<file path="config.mk">
export PLATFORM = sky130hd
export DESIGN_NAME = intr_sched_flat
export DESIGN_NICKNAME = d
export VERILOG_FILES = /design/src/rtl/intr_sched_pkg.sv /design/src/rtl/intr_sched_if.sv /design/src/rtl/intr_prio_enc.sv /design/src/rtl/intr_sched.sv /design/src/flat_wrapper.sv
export SDC_FILE = /design/constraint.sdc
export NUM_CORES = 1
export LEC_CHECK = 0
export ABC_AREA = 1
export BUFFER_PORTS_ARGS = -buffer_cell sky130_fd_sc_hd__buf_2
export CELL_PAD_IN_SITES_DETAIL_PLACEMENT = 0
export CELL_PAD_IN_SITES_GLOBAL_PLACEMENT = 2
export CORE_UTILIZATION = 29
export CTS_CLUSTER_DIAMETER = 150
export DETAILED_ROUTE_END_ITERATION = 10
export PLACE_DENSITY = 0.88
export SYNTH_ARGS = -nofsm -noshare
export SYNTH_HDL_FRONTEND = slang
export SYNTH_HIERARCHICAL = 1
export SYNTH_SLANG_ARGS = --single-unit
</file>
<file path="constraint.sdc">
create_clock -name clk -period 2.7 [get_ports clk]
set_input_delay 0 -clock clk [delete_from_list [all_inputs] [get_ports clk]]
set_output_delay 0 -clock clk [all_outputs]
set_load 0.005 [all_outputs]
</file>
<file path="src/rtl/intr_sched_pkg.sv">
// Shared definitions for the interrupt scheduler.
//   NIrq    : number of interrupt lines (multiple of 32)
//   IdW     : width of an interrupt ID
//   NWords  : number of 32-bit enable words
//   intr_st_e : scheduler FSM states
package intr_sched_pkg;

  localparam int unsigned NIrq   = 128;
  localparam int unsigned IdW    = $clog2(NIrq);
  localparam int unsigned NWords = NIrq / 32;

  typedef enum logic [1:0] {
    StIdle    = 2'd0,
    StReq     = 2'd1,
    StService = 2'd2
  } intr_st_e;

  typedef logic [IdW-1:0] intr_id_t;

endpackage

</file>
<file path="src/rtl/intr_sched_if.sv">
// Scheduler <-> core interrupt handshake.
//   intr_req  : request to core (scheduler drives)
//   intr_id   : ID of requested / in-service line (scheduler drives)
//   busy      : a line is in service (scheduler drives)
//   intr_ack  : core accepts request at trap entry (core drives)
//   intr_done : core finished handler, mret (core drives)
//   gie       : core global interrupt enable (core drives)
// Modports: master = scheduler side, slave = core side.
interface intr_sched_if;
  import intr_sched_pkg::*;

  logic     intr_req;
  intr_id_t intr_id;
  logic     busy;
  logic     intr_ack;
  logic     intr_done;
  logic     gie;

  modport master (
    output intr_req, intr_id, busy,
    input  intr_ack, intr_done, gie
  );

  modport slave (
    input  intr_req, intr_id, busy,
    output intr_ack, intr_done, gie
  );

endinterface

</file>
<file path="src/rtl/intr_prio_enc.sv">
// Lowest-index priority encoder.
//   req_i : request vector (N bits, N a multiple of 32)
//   vld_o : any request set
//   id_o  : index of the lowest set request (0 when none)
// Two levels: a 32-bit encoder per group, then lowest valid group wins.
module intr_prio_enc #(
  parameter int unsigned N   = 128,
  parameter int unsigned IdW = $clog2(N)
) (
  input  logic [N-1:0]   req_i,
  output logic           vld_o,
  output logic [IdW-1:0] id_o
);

  localparam int unsigned NGrp = N / 32;

  logic [NGrp-1:0] grp_vld;
  logic [4:0]      grp_id [NGrp];

  always_comb begin
    for (int g = 0; g < NGrp; g++) begin
      grp_vld[g] = |req_i[32*g +: 32];
      grp_id[g]  = '0;
      // Descending scan so the lowest set bit is the last one written.
      for (int b = 31; b >= 0; b--) begin
        if (req_i[32*g + b]) grp_id[g] = 5'(b);
      end
    end
  end

  always_comb begin
    vld_o = |grp_vld;
    id_o  = '0;
    for (int g = NGrp - 1; g >= 0; g--) begin
      if (grp_vld[g]) id_o = IdW'(32 * g) + IdW'(grp_id[g]);
    end
  end

endmodule

</file>
<file path="src/rtl/intr_sched.sv">
// Interrupt scheduler: latches/masks requests, picks the lowest enabled
// index and presents it to the core with a req/ack/done handshake.
//   clk, resetn  : clock, asynchronous active-low reset
//   irq_i        : raw interrupt lines, synchronous to clk
//   cfg_we_i     : enable-word write strobe
//   cfg_idx_i    : enable-word index (lines 32*idx .. 32*idx+31)
//   cfg_wdata_i  : enable-word data, 1 = line enabled
//   core         : handshake interface (master side)
// Build option INTR_EDGE_DETECT_EN: rising-edge latched pending bits cleared
// on ack. Without it, pending follows irq_i directly (level mode).
module intr_sched
  import intr_sched_pkg::*;
(
  input  logic            clk,
  input  logic            resetn,
  input  logic [NIrq-1:0] irq_i,
  input  logic            cfg_we_i,
  input  logic [1:0]      cfg_idx_i,
  input  logic [31:0]     cfg_wdata_i,
  intr_sched_if.master    core
);

  intr_st_e        state_q, state_d;
  intr_id_t        id_q, id_d;
  logic [NIrq-1:0] en_q, en_d;
  logic [NIrq-1:0] pending;
  logic            win_vld, cand_vld_q;
  intr_id_t        win_id, cand_id_q;

`ifdef INTR_EDGE_DETECT_EN
  logic [NIrq-1:0] irq_q, pend_q, pend_d, clr_mask;

  // Clear-then-set: a new edge on the line being acked keeps it pending.
  always_comb begin
    clr_mask = '0;
    if (state_q == StReq && core.intr_ack) clr_mask[id_q] = 1'b1;
    pend_d = (pend_q & ~clr_mask) | (irq_i & ~irq_q);
  end

  always_ff @(posedge clk or negedge resetn) begin
    if (!resetn) begin
      irq_q  <= '0;
      pend_q <= '0;
    end else begin
      irq_q  <= irq_i;
      pend_q <= pend_d;
    end
  end

  assign pending = pend_q;
`else
  assign pending = irq_i;
`endif

  always_comb begin
    en_d = en_q;
    if (cfg_we_i) en_d[32*cfg_idx_i +: 32] = cfg_wdata_i;
  end

  intr_prio_enc #(
    .N   (NIrq),
    .IdW (IdW)
  ) u_prio_enc (
    .req_i (pending & en_q),
    .vld_o (win_vld),
    .id_o  (win_id)
  );

  // State register, enables and registered arbitration result.
  always_ff @(posedge clk or negedge resetn) begin
    if (!resetn) begin
      state_q    <= StIdle;
      id_q       <= '0;
      en_q       <= '0;
      cand_vld_q <= 1'b0;
      cand_id_q  <= '0;
    end else begin
      state_q    <= state_d;
      id_q       <= id_d;
      en_q       <= en_d;
      cand_vld_q <= win_vld;
      cand_id_q  <= win_id;
    end
  end

  // Next state. The ID is captured on grant and held through service, so
  // enable/pending changes cannot disturb an outstanding request.
  always_comb begin
    state_d = state_q;
    id_d    = id_q;
    unique case (state_q)
      StIdle: begin
        if (cand_vld_q && core.gie) begin
          state_d = StReq;
          id_d    = cand_id_q;
        end
      end
      StReq: begin
        // Ack takes precedence: the core has already entered the trap.
        if (core.intr_ack)  state_d = StService;
        else if (!core.gie) state_d = StIdle;
      end
      StService: begin
        if (core.intr_done) state_d = StIdle;
      end
      default: state_d = StIdle;
    endcase
  end

  always_comb begin
    core.intr_req = (state_q == StReq);
    core.busy     = (state_q == StService);
    core.intr_id  = id_q;
  end

endmodule
</file>
<file path="src/flat_wrapper.sv">
// flat-port wrapper written by rule: the top's interface ports become plain ports
module intr_sched_flat import intr_sched_pkg::*;
  (clk, resetn, irq_i, cfg_we_i, cfg_idx_i, cfg_wdata_i, core_intr_req, core_intr_id, core_busy, core_intr_ack, core_intr_done, core_gie);
  intr_sched_if core_i ();
  input  logic clk;
  input  logic resetn;
  input  logic [NIrq-1:0] irq_i;
  input  logic cfg_we_i;
  input  logic [1:0] cfg_idx_i;
  input  logic [31:0] cfg_wdata_i;
  output wire logic [$bits(core_i.intr_req)-1:0] core_intr_req;
  output wire logic [$bits(core_i.intr_id)-1:0] core_intr_id;
  output wire logic [$bits(core_i.busy)-1:0] core_busy;
  input wire logic [$bits(core_i.intr_ack)-1:0] core_intr_ack;
  input wire logic [$bits(core_i.intr_done)-1:0] core_intr_done;
  input wire logic [$bits(core_i.gie)-1:0] core_gie;
  assign core_intr_req = core_i.intr_req;
  assign core_intr_id = core_i.intr_id;
  assign core_busy = core_i.busy;
  assign core_i.intr_ack = core_intr_ack;
  assign core_i.intr_done = core_intr_done;
  assign core_i.gie = core_gie;
  intr_sched u_core (.clk(clk), .resetn(resetn), .irq_i(irq_i), .cfg_we_i(cfg_we_i), .cfg_idx_i(cfg_idx_i), .cfg_wdata_i(cfg_wdata_i), .core(core_i));
endmodule
</file>
==> results.md, run 1 <==
- The critical path required time is 3020 ps.
- The post-detailed-route via-to-cell ratio is around 4.2.
- The clock reaches the later pin of the worst-skew pair after roughly 430 ps.
- The x dimension of the die is 178 um.
- The stage delay of the slowest cell on the critical path is 380 ps.
- The post-route clock skew is 10.9 ps.
- The floorplan has 63 rows.
- In the final design database the tool counted 1888 nets.
- The first routing iteration left 507 violations.
- The final instance area is roughly 11000 sq um.
- The area growth from synthesis to layout is 26.7%.
- In the final timing run, aggregate negative setup slack is 0 ps.
- For met3 alone, demand over resource in global routing was 0.0285.
- The setup slack of the critical path after layout is 238 ps.
- The number of H-tree levels is 4.
- The number of instances in the synthesized netlist is 1497.
- The count of final max-slew check failures is 0.
- Setup repair after global routing could not meet its margin everywhere.
- By area the synthesized netlist is led by dfrtp_1 (41%), nand2_1 (32%), inv_1 (14%).
- dfrtp_1 takes more of the synthesized area than any other cell.
- The proportion of netlist area held by the largest area contributor is 0.406.
- The worst slew margin relative to its limit is 0.458.
- The count of buffers inserted at the top-level ports is between 150 and 200.
- In this run the worst path has a maximum fanout of 2.
- The post-placement worst setup slack is 239 ps.
- The height of the die is 178 um.
- The wire length of the first global-routing pass is 46100 um.
- The critical path launch point type is a flip-flop.
- The cell repeated most along the worst path is nand2_1.
- The clock tree from TritonCTS is yes.
- After global routing, the most crowded layer is met2.
- In the global route stage, met2 resource usage came out at 0.304.
- The standard cell with the maximum stage delay on the critical path is dfrtp_1.
- The total number of clock tree sinks is 145.
- The area of placed instances is 10300 sq um.
- Based on the critical path, the design can be clocked at up to 0.406 GHz.
- Routability-driven placement finished with a final weighted congestion of 0.816.
- The static leakage is 0.00761 uW.
- The utilization of the core after routing is 0.378.
- For met1 alone, demand over resource in global routing was 0.269.
- The number of clock buffers added by TritonCTS is 17.
- Wires add up to 29100 um.
- For the finished layout, the period the worst path requires is 2460 ps.
- Counting both buffers and inverters, the worst setup path holds a total of 2.
- During synthesis, Yosys emitted a total of 6 warnings.
- The proportion of synthesized chip area in sequential cells is 0.406.
- At the pin with the least slew margin, the transition time is 812 ps.
- The initial antenna violation count is 3.
- Data arrives at the worst endpoint at 2780 ps.
- Summed over all nets, the half-perimeter wirelength after detailed placement is 22400 um.
- Of the available clock period, the critical path in the final layout requires 0.912.
- The number of register bits inferred by synthesis is 145.
- The die covers about 32000 sq um.
- The number of buffers between clock root and the deepest sink is 2.
- The distinct cell type count after synthesis is 28.
- In this design, the largest share of critical-path delay is due to simple AND/OR/NAND/NOR gates.
- The critical path is of the flip-flop to flip-flop type.
- The overflow left after global routing is 0.
- The run finished with clean final reports.
- In the final layout, the share of cells above drive strength 1 is 0.139.
- The worst-case IR drop observed on VDD is 0.357 mV.
- After clock tree synthesis, the clock-pin slew on the worst setup and hold paths is roughly 60 ps.
- The tool flagged a number of max-cap violations equal to 0.
- The residual antenna-violating net count after detailed routing is 0.
- The cell area that synthesis handed to floorplanning was 8940 sq um.
- The final count of hold timing violations came to 0.
- Setup violations remaining at the end of the flow were counted as 0.
- For this block, the via count after detailed routing is 8859.
- The min-delay analysis places its worst path in the category input port to flip-flop.
- The pin count of the biggest net entering global routing is 76.
- The buffer cell driving the clock tree root is clkbuf_16.
- The global-route total usage across every layer is 0.192.
- The core area is 30000 sq um.
- Before antenna repair, the detailed router went through 5 iterations.
- The worst slack on hold paths is 43.6 ps.
- The total power per unit cell area is 563 nW/um^2.
- The initial utilization of the core area, before any placement, comes to 0.298.
- The number of global-route vias before repair is 8773.
- 177 I/O pins were placed.
- The number of remaining DRC errors is 0.
- The capturing element type of the critical path is a flip-flop.
- Averaged over all synthesized cells, the footprint is 5.97 sq um.
- Dividing the detail-routed wire length by the instance count gives 13.7 um.
- Synthesis produced a netlist with a net count of ~1700.
final cells by class:
type,count,area [sq um]
clock inverter,13,139
clock buffer,19,433
inverter,340,1280
timing repair buffer,232,1430
sequential,145,3630
multi-input combinational,979,3920
antenna,3,7.51
tap,390,488
fill,3374,18600
power breakdown:
part | switching, uW | leakage [uW] | internal (uW)
Combinational | 927 | 0.00537 | 558
Sequential | 125 | 0.00197 | 2400
Clock | 1000 | 0.000277 | 1360
registers in the layout (all words and copies together), names as in the netlist:
signal	count
u_core/state_q	2
u_core/en_q	128
u_core/cand_vld_q	1
u_core/cand_id_q	7
u_core/core.intr_id	7
kinds of logic after synthesis:
kind of cell | after synthesis | share of synthesized area
AOI/OAI and AO/OA | 42 | 0.0295
buffers and inverters | 373 | 0.158
and+or+nand+nor | 932 | 0.399
DFF | 145 | 0.406
adders and majority gates | 5 | 0.00700
worst paths after layout:
path | slack [ps] | end | cells past startpoint | from
min in group asynchronous | 170 | u_core/en_q[89]$_DFFE_PN0P_ | 2 | resetn
worst max-delay path | 240 | u_core/cand_id_q[0]$_DFF_PN0_ | 36 | u_core/en_q[93]$_DFFE_PN0P_
worst max register to register | 240 | u_core/cand_id_q[0]$_DFF_PN0_ | 36 | u_core/en_q[93]$_DFFE_PN0P_
worst min register to register | 470 | u_core/core.intr_id[6]$_DFFE_PN0P_ | 2 | u_core/core.intr_id[6]$_DFFE_PN0P_
max in group asynchronous | 1780 | u_core/state_q[1]$_DFFE_PN0P_ | 3 | resetn
worst min-delay path | 40 | u_core/cand_id_q[0]$_DFF_PN0_ | 8 | irq_i[2]
metal layers:
metal	share of wire	wire length [um]
met2	0.45	13100
met1	0.49	14200
met4	0.020	590
met3	0.043	1260
met5	0	0
repair_timing:
action | 4_1_cts | 5_1_grt
endpoints found under the setup margin | 0 | 3
hold buffers | 40 | 0
resized for setup | 0 | 11
setup buffers | 0 | 1
hold endpoints to repair | 199 | 0
per-stage QoR:
stage          instances  total power [uW]
6_report            2121              6370
5_1_grt             2119              6790
4_1_cts             2117              6460
3_5_place_dp        2045              3990
3_3_place_gp        2045              3990
2_1_floorplan       1497              3380
cells in the final DEF (no fill, tap or decap), types with 5 or more instances in the layout:
master,count
buf_4,14
nand3_1,17
nor3_1,10
dfrtp_1,145
dlygate4sd3_1,40
ha_1,5
buf_2,175
inv_1,335
nand2_2,5
a21oi_1,10
o21ai_0,12
nand2_1,750
nor4_1,5
inv_2,5
clkbuf_16,17
nor2_1,138
Yosys cell counts, drive strengths merged:
| cell type | count |
|---|---|
| nor3 | 12 |
| clkbuf | 18 |
| o211ai | 1 |
| buf | 15 |
| a22oi | 1 |
| o41ai | 1 |
| ha | 5 |
| o31ai | 4 |
| o21ai | 15 |
| nand3 | 18 |
| o32ai | 1 |
| inv | 340 |
| a31oi | 1 |
| a21oi | 10 |
| nor4 | 5 |
| a221oi | 1 |
| dfrtp | 145 |
| nand2 | 755 |
| nor2 | 142 |
| a311oi | 4 |
| o21bai | 2 |
| a21o | 1 |
tightest hold or removal path: stages:
cell	delay, ps
buf_2	70
nand2_1	50
inv_1	80
inv_1	40
nand2_1	60
nand2_1	40
nand2_1	50
nand2_1	40
No activity file was read; power rests on OpenSTA's default activity.
==> inputs of run 2 (changes only) <==
Settings changed: CORE_ASPECT_RATIO from default to 0.6, GPL_ROUTABILITY_DRIVEN from default to 0.
==> results.md, run 2 (same netlist as run 1, synthesis figures left out) <==
- The static leakage is 0.00762 uW (+0.11%).
- The wire length of the first global-routing pass came to 48600 um (+5.3%).
- The first-iteration detailed-routing DRC count was 644 (+27%).
- The post-route clock period utilization is 0.913 (+0.00153).
- The clock-pin transition on the worst setup and hold timing paths was 70 ps (about the same).
- The setup slack of the critical path after layout was 234 ps (-4.13 ps).
- The number of buffers between clock root and the deepest sink is 2 (unchanged).
- The final count of hold timing violations is 0 (unchanged).
- The die outline area came to 31500 sq um (about the same).
- The number of setup violations in the final report is 0 (unchanged).
- The final instance count without filler cells is 2137 (+0.75%).
- The highest clock frequency the design can meet was 0.405 GHz (-0.17%).
- The most frequent standard cell in the layout excluding fill and tap cells is nand2_1.
- TritonCTS built the clock tree.
- The total half-perimeter wirelength after legalization and detailed placement is 23400 um (+4.5%).
- The buffer cell driving the clock tree root is clkbuf_16.
- The data arrival time at the worst-slack endpoint is 2790 ps (about the same).
- The cell count after placement is 2062 (+0.83%).
- The global-route total usage across every layer was 0.205 (+0.0132).
- Setup repair after global routing could not meet its margin everywhere.
- The count of final max-slew check failures is 0 (unchanged).
- The highest ir drop seen on vdd was 0.399 mV (+12%).
- The standard cell with the maximum stage delay on the critical path is nor3_1.
- The number of top-level design ports came to 177 (unchanged).
- The initial antenna violation count is 1 (-2).
- The number of remaining DRC errors is 0 (unchanged).
- The post-route clock skew is 11.6 ps (+0.679 ps).
- The x dimension of the die is 229 um (+29%).
- The utilization of the core after routing is 0.377 (-0.000747).
- The number of buffers and inverters on the critical path was 1 (-1).
- The count of nets after finishing was 1888 (unchanged).
- The summed negative setup slack over all endpoints is 0 ps (unchanged).
- The total number of clock tree sinks was 145 (unchanged).
- The height of the die came to 138 um (-22%).
- The total length of routed wires is 31000 um (+6.5%).
- The capturing element type of the critical path is a flip-flop.
- The effective utilization at floorplan is 0.297 (-0.00148).
- The actual slew at the worst max-slew pin came to 811 ps (-1.18 ps).
- The routed length per placed instance was 14.5 um (+5.7%).
- The pin count of the biggest net entering global routing came to 79 (+3.9%).
- The placement row count came to 49 (-22%).
- The later-pin clock latency in the skew report is 440 ps (about the same).
- The number of CTS-inserted buffers came to 17 (unchanged).
- The critical path required time came to 3020 ps (about the same).
- The largest fanout on the critical path was 3 (+1).
- Traced cell by cell, the critical path runs through nand2_1 > inv_1 > nor2_1 > nand3_1 > nor3_1 > nand2_1 > nand2_1 > nor2_1 > nand2_1 > a21oi_1 > a21o_1 > a22oi_1 > o21ai_0.
- The run finished with clean final reports.
- STA classifies the critical path startpoint as a flip-flop.
- The post-placement worst setup slack is 214 ps (-24.8 ps).
- The register containing the most flip-flops in the final layout is u_core/en_q.
- The number of global-route vias before repair was 8892 (+1.4%).
- The worst slew margin relative to its limit came to 0.459 (+0.00137).
- The share of layout cells above drive strength 1 is 0.138 (-0.000579).
- Leaving out fill and tap cells, the most frequent cells in the layout are nand2_1 (749), inv_1 (339), buf_2 (175).
- The core area is 30100 sq um (+0.50%).
- The worst hold-check path type is input port to flip-flop.
- The number of maximum-capacitance constraint violations is 0 (unchanged).
- The stage delay of the slowest cell on the critical path is 480 ps (+100 ps).
- The number of flip-flops under the largest register name is 128 (unchanged).
- The cell family with the largest share of critical-path delay is simple AND/OR/NAND/NOR gates.
- The count of buffers inserted at the top-level ports was 176 (unchanged).
- The area growth from synthesis to layout is 27.1%.
- The number of H-tree levels was 4 (unchanged).
- The overflow left after global routing is 0 (unchanged).
- In this design, the critical path's most frequently occurring cell is nand2_1.
- The final critical delay including setup and external delays is 2470 ps (+4.13 ps).
- The total power per unit cell area is 569 nW/um^2 (+1.1%).
- The post-detailed-route via-to-cell ratio came to 4.21 (+0.80%).
- The via count is 8997 (+1.6%).
- The setup path with the least slack is of type flip-flop to flip-flop.
- The first-pass detailed-route iteration total is 6 (+1).
- The sum of internal, switching and leakage power is 6460 uW (+1.4%).
- The residual antenna-violating net count after detailed routing is 0 (unchanged).
run 2: metal layers:
layer | share of wire | global-route usage
met4 | 0.013 | 0.0503
met3 | 0.054 | 0.0450
met5 | 0 | 0
met2 | 0.39 | 0.295
met1 | 0.54 | 0.308
run 2: worst min-delay path: cells and delay by family:
family / cells / cell delay, ps
AOI/OAI and AO/OA: 1 / 100
buffers and inverters: 2 / 150
and+or+nand+nor: 3 / 210
run 2: final timing paths:
check	start	to	slack, ps	depth (start not counted)
setup / recovery	u_core/en_q[98]$_DFFE_PN0P_	u_core/cand_id_q[1]$_DFF_PN0_	230	13
max in group asynchronous	resetn	u_core/en_q[103]$_DFFE_PN0P_	1710	3
setup reg to reg	u_core/en_q[98]$_DFFE_PN0P_	u_core/cand_id_q[1]$_DFF_PN0_	230	13
hold / removal	irq_i[3]	u_core/cand_id_q[2]$_DFF_PN0_	50	6
hold reg to reg	u_core/core.intr_id[2]$_DFFE_PN0P_	u_core/core.intr_id[2]$_DFFE_PN0P_	470	2
min in group asynchronous	resetn	u_core/en_q[7]$_DFFE_PN0P_	200	2
run 2: report_power, final:
part	internal [uW]	switching [uW]
registers	2400	116
logic	563	965
clock network	1350	1070
run 2: what timing repair did:
action | CTS | global route
resized for setup | 0 | 9
hold buffers | 40 | 0
endpoints found under the hold margin | 195 | 0
setup endpoints to repair | 0 | 4
buffers inserted | 0 | 2
run 2: through the flow:
step / area, sq um / hold slack, ps
6_report: 11400 / 50.7
5_1_grt: 11400 / 80.9
4_1_cts: 11300 / 21.6
3_5_place_dp: 10300 / 134
3_3_place_gp: 10300 / 115
2_1_floorplan: 8940 / -296
run 2: final cells by class:
class,instances,area (sq um)
sequential,145,3630
inverter,340,1280
timing repair buffer,232,1420
clock buffer,19,453
tap,408,510
multi-input combinational,979,3930
antenna,1,2.50
fill,3389,18700
clock inverter,13,139
